**config.mk**
```make
export PLATFORM = sky130hd
export DESIGN_NAME = from_polar
export DESIGN_NICKNAME = d
export VERILOG_FILES = /design/src/rtl/from_polar.sv
export SDC_FILE = /design/constraint.sdc
export NUM_CORES = 2
export LEC_CHECK = 0
export CAP_MARGIN = 20
export CORE_UTILIZATION = 65
export CTS_CLUSTER_DIAMETER = 60
export DETAILED_ROUTE_END_ITERATION = 10
export DONT_BUFFER_PORTS = 1
export GPL_TIMING_DRIVEN = 0
export PLACE_DENSITY = 0.92
export SLEW_MARGIN = 30
export SYNTH_ARGS = -nofsm -noshare
export SYNTH_HDL_FRONTEND = slang
export SYNTH_SLANG_ARGS = --single-unit
```
**constraint.sdc**
```tcl
create_clock -name i_clk -period 12.3 [get_ports i_clk]
set_input_delay 0.615 -clock i_clk [delete_from_list [all_inputs] [get_ports i_clk]]
set_output_delay 0.615 -clock i_clk [all_outputs]
set_load 0.01 [all_outputs]
```
**src/rtl/from_polar.sv**
```systemverilog
// Polar-to-rectangular converter: pipelined rotation-mode CORDIC with quadrant
// pre-rotation, constant gain compensation and a rounding/saturating output stage.
module from_polar #(
  parameter int IW      = 12,
  parameter int PW      = 19,
  parameter int OW      = 13,
  parameter int NSTAGES = 16,
  parameter int WW      = 18
) (
  input  logic                 i_clk,
  input  logic                 i_reset,
  input  logic                 i_ce,
  input  logic [IW-1:0]        i_mag,
  input  logic [PW-1:0]        i_phase,
  input  logic                 i_aux,
  output logic signed [OW-1:0] o_xval,
  output logic signed [OW-1:0] o_yval,
  output logic                 o_aux
);

  localparam int FRAC    = WW - IW - 2;
  localparam int GW      = WW + 2;
  localparam int RW      = GW + 1 - FRAC;
  localparam int LATENCY = NSTAGES + 3;

  localparam logic signed [17:0]   KINV   = 18'sd39797;
  localparam logic signed [RW-1:0] OMAX_R = RW'((2 ** (OW - 1)) - 1);
  localparam logic signed [OW-1:0] OMAX_O = OW'((2 ** (OW - 1)) - 1);

  // atan(2^-k) in units of 2^-PW turns, for PW = 19
  function automatic logic signed [PW-1:0] atan_step(input int k);
    int a;
    case (k)
      0:       a = 65536;
      1:       a = 38688;
      2:       a = 20442;
      3:       a = 10377;
      4:       a = 5208;
      5:       a = 2607;
      6:       a = 1304;
      7:       a = 652;
      8:       a = 326;
      9:       a = 163;
      10:      a = 81;
      11:      a = 41;
      12:      a = 20;
      13:      a = 10;
      14:      a = 5;
      15:      a = 3;
      default: a = 0;
    endcase
    return PW'(a);
  endfunction

  logic signed [WW-1:0] x_q [NSTAGES+1];
  logic signed [WW-1:0] x_d [NSTAGES+1];
  logic signed [WW-1:0] y_q [NSTAGES+1];
  logic signed [WW-1:0] y_d [NSTAGES+1];
  logic signed [PW-1:0] z_q [NSTAGES+1];
  logic signed [PW-1:0] z_d [NSTAGES+1];

  logic signed [WW-1:0]    x_pre;
  logic signed [WW+17:0]   px;
  logic signed [WW+17:0]   py;
  logic signed [GW-1:0]    gx_q, gx_d;
  logic signed [GW-1:0]    gy_q, gy_d;
  logic signed [GW:0]      rx;
  logic signed [GW:0]      ry;
  logic signed [RW-1:0]    sx;
  logic signed [RW-1:0]    sy;
  logic signed [OW-1:0]    ox_q, ox_d;
  logic signed [OW-1:0]    oy_q, oy_d;
  logic [LATENCY-1:0]      aux_q, aux_d;
  logic                    unused_bits;

  // Pre-rotation folds quadrants 1 and 2 onto the right half-plane by a 180 deg turn
  always_comb begin
    x_pre = WW'(i_mag) << FRAC;
    y_d[0] = '0;
    if (i_phase[PW-1] ^ i_phase[PW-2]) begin
      x_d[0] = -x_pre;
      z_d[0] = {~i_phase[PW-1], i_phase[PW-2:0]};
    end else begin
      x_d[0] = x_pre;
      z_d[0] = i_phase;
    end

    for (int k = 0; k < NSTAGES; k++) begin
      if (!z_q[k][PW-1]) begin
        x_d[k+1] = x_q[k] - (y_q[k] >>> k);
        y_d[k+1] = y_q[k] + (x_q[k] >>> k);
        z_d[k+1] = z_q[k] - atan_step(k);
      end else begin
        x_d[k+1] = x_q[k] + (y_q[k] >>> k);
        y_d[k+1] = y_q[k] - (x_q[k] >>> k);
        z_d[k+1] = z_q[k] + atan_step(k);
      end
    end
  end

  always_comb begin
    px   = (WW+18)'(x_q[NSTAGES]) * (WW+18)'(KINV);
    py   = (WW+18)'(y_q[NSTAGES]) * (WW+18)'(KINV);
    gx_d = px[WW+17:16];
    gy_d = py[WW+17:16];

    // round half-up: add half an output LSB, then drop the guard bits
    rx = {gx_q[GW-1], gx_q} + (GW+1)'(2 ** (FRAC - 1));
    ry = {gy_q[GW-1], gy_q} + (GW+1)'(2 ** (FRAC - 1));
    sx = rx[GW:FRAC];
    sy = ry[GW:FRAC];

    if (sx > OMAX_R)       ox_d = OMAX_O;
    else if (sx < -OMAX_R) ox_d = -OMAX_O;
    else                   ox_d = sx[OW-1:0];

    if (sy > OMAX_R)       oy_d = OMAX_O;
    else if (sy < -OMAX_R) oy_d = -OMAX_O;
    else                   oy_d = sy[OW-1:0];

    aux_d = {aux_q[LATENCY-2:0], i_aux};

    unused_bits = ^{px[15:0], py[15:0], rx[FRAC-1:0], ry[FRAC-1:0], z_q[NSTAGES]};
  end

  always_ff @(posedge i_clk) begin
    if (i_reset) begin
      for (int k = 0; k <= NSTAGES; k++) begin
        x_q[k] <= '0;
        y_q[k] <= '0;
        z_q[k] <= '0;
      end
      gx_q  <= '0;
      gy_q  <= '0;
      ox_q  <= '0;
      oy_q  <= '0;
      aux_q <= '0;
    end else if (i_ce) begin
      x_q   <= x_d;
      y_q   <= y_d;
      z_q   <= z_d;
      gx_q  <= gx_d;
      gy_q  <= gy_d;
      ox_q  <= ox_d;
      oy_q  <= oy_d;
      aux_q <= aux_d;
    end
  end

  assign o_xval = ox_q;
  assign o_yval = oy_q;
  assign o_aux  = aux_q[LATENCY-1];

endmodule

```
==> impl_metrics.yaml <==
final_layout:
  final_cell_mix: "nor2_1, ha_1, dfxtp_1"
  area_delta_synth_final_pct: 7.83
  final_area_mm2: 0.0870
  fin_util: 0.710
  drive_above_1_share: 0.0392
  fin_cells: 11500
  num-nets-final: 11200
  final_common_cell: "nor2_1"
place:
  numPortBuffers: 0
  hpwl_mm: 201
  place_congestion: 1.05
  placed_area_mm2: 0.0832
  place_inst: 11300
clock_tree:
  htreeDepth: 3
  clk_pin_slew_ps: 70
  clock_latency_ps: 760
  cts_tree: "done"
  numClockSinks: 934
  cts-resized-gates: 0
  clockBufferDepth: 3
  cts_buffers: 108
  cts-root-buf: "clkbuf_16"
  hold_buffers: 0
  cts_setup_buffers: 0
synth:
  yosysUniqueCellTypes: 87
  ys_ff_latch: 934
  postSynth.asyncResetShare: 0
  synth_fp_nets: 11100
  synthesis.area_mm2: 0.0807
  yosys_most_used_dff: "dfxtp_1"
  synth_top_cell_by_area: "dfxtp_1"
  synth_area_leaders: "dfxtp_1, ha_1, fa_1"
  synth_edf_count: 0
  syn-mean-instance-area_um2: 8.36
  synth_top_cell_area_share: 0.232
  synth_cells: 9647
  yosysWarnings: 0
  seq_area_frac_synth: 0.232
setup_path:
  critical_path_class: "flip-flop to flip-flop"
  critPathSlowestCell: "dfxtp_1"
  cp-end-kind: "flip-flop"
  crit_path_end: "gx_q[17]"
  crit_path_start: "x_q[7]"
  rr_startpoint: "x_q[7]"
  worstSetupStartpointType: "flip-flop"
  r2r_slack_ps: 5520
  crit_arrival_ps: 7470
  crit_chain: "ha_1, fa_1, inv_1, fa_1, inv_1, fa_1, fa_1, inv_1, fa_1, inv_1, ha_1, o21a_1, o21ai_0, o41ai_1, a21oi_1, and3_1, o31ai_1, nand2_1, or4_1, nand3_1"
  rr_endpoint: "gx_q[17]"
  rr_worst_depth: 20
  cp_max_fo: 7
  max_stage_delay_ps: 670
  crit_required_ps: 12990
  crit_top_cell: "fa_1"
sta:
  tightest_slew_ps: 1180
  fin_crit_ps: 6780
  hold_viol: 0
  drv_slew: 0
  setup-violations-final: 0
  setup_tns_ps: 0
  fmax_mhz: 148
  relSlewSlack: 0.216
  rsz0062_at_grt: "no"
  fin_skew_ps: 20.8
  period_share: 0.551
global_route:
  grt_pass1_vias: 72300
  grt_first_pass_wirelength_mm: 397
  track_usage: 0.401
  grt_max_degree: 28
  grt_overflow_total: 0
  antenna_found_initial: 17
min_path:
  holdPathStages: 2
  min_path_type: "input pin to flip-flop"
job:
  max_cap_viol_count: 0
routing:
  viasPerCell: 6.44
  drtPass1Iterations: 9
  drt-total-wl_mm: 260
  via_count: 74000
  drc_errors: 0
  wl_per_cell_um: 22.6
  drt_first_iter_violations: 7854
  ant_nets: 0
floorplanning:
  start_util: 0.659
  die_area_mm2: 0.126
  core_mm2: 0.123
  dieWidth_um: 354
  fp.dieH_um: 354
  num_io_pins: 62
  row_count: 128
status:
  status: "complete, no violations"
-- cell usage after synthesis (22+ instances only) --
cell type and n:
o21ai_0 543, o41ai_1 22, xor2_1 352, xnor2_1 533, clkbuf_1 242, mux2i_1 446, inv_1 771, or3_1 80
nor3_1 302, nand3b_1 29, nor2b_1 88, a31oi_1 106, a211oi_1 173, a211o_1 24, dfxtp_1 934, o22ai_1 34
nor2_1 1178, o31ai_1 43, a21boi_0 22, nand3_1 119, ha_1 1072, o21a_1 75, a21o_1 199, nand2_1 609
or2_2 33, and2_1 29, fa_1 309, nor4_1 35, nand4_1 31, buf_1 61, nand2b_1 78, a21oi_1 664
and3_1 41, o21bai_1 54, mux2_2 26
-- state kept, by name, summed over array words and instances, names as in the netlist --
register and flops:
x_q 294, z_q 286, y_q 277, aux_q 19, gx_q 16, gy_q 16, o_xval 13, o_yval 13
-- through the flow --
step / hold WS, ps / worst slack, ps
finish: 18.4 / 5520
floorplan: 432 / 6410
global route: 18.3 / 5300
global placement: 444 / 5460
detailed placement: 449 / 5670
CTS: 4.51 / 5640
-- per-layer routing --
| layer | GRT usage | wire length [um] | up-vias |
|---|---|---|---|
| li1 | - | - | 33900 |
| met1 | 0.464 | 93900 | 34800 |
| met2 | 0.644 | 114000 | 4078 |
| met3 | 0.106 | 30000 | 1176 |
| met4 | 0.284 | 21500 | 10 |
| met5 | 0 | 59 | - |
-- critical path, delay by kind of cell (launching register included) --
kind / cells / cell delay, ps
compound gates: 5 / 1390
fa+ha+maj: 7 / 3360
buf+inv: 4 / 220
flops: 1 / 670
simple gates: 4 / 1080
-- worst min-delay path by stage --
| stage | from | end | slack (ps) |
|---|---|---|---|
| 2_1_floorplan | x_q[151] | x_q[151] | 430 |
| 3_3_place_gp | z_q[147] | z_q[147] | 440 |
| 3_5_place_dp | z_q[144] | z_q[144] | 450 |
| 4_1_cts | i_mag[0] | x_q[292] | 5 |
| 5_1_grt | i_mag[0] | x_q[292] | 20 |
| 6_report | i_phase[8] | z_q[312] | 20 |
-- final cells by class --
class / instances / area, um^2
Clock inverter: 62 / 728
Fill cell: 9048 / 35500
Sequential cell: 934 / 18700
Multi-Input combinational cell: 7631 / 57900
Tap cell: 1625 / 2030
Timing Repair Buffer: 15 / 377
Buffer: 309 / 1260
Clock buffer: 139 / 3070
Inverter: 773 / 2900
Antenna cell: 5 / 12.5
-- cells by family after synthesis --
group | Yosys count | synth area share
AND/OR/NAND/NOR | 2710 | 0.150
AO/OA/AOI/OAI | 2182 | 0.169
adder cells (fa/ha/maj) | 1381 | 0.243
buffers and inverters | 1082 | 0.0504
flip-flops | 934 | 0.232
XOR/XNOR | 886 | 0.0963
multiplexers | 472 | 0.0590
Power is not shown: default switching activity piles up to over one toggle a cycle in this logic, so the estimate is an artifact.
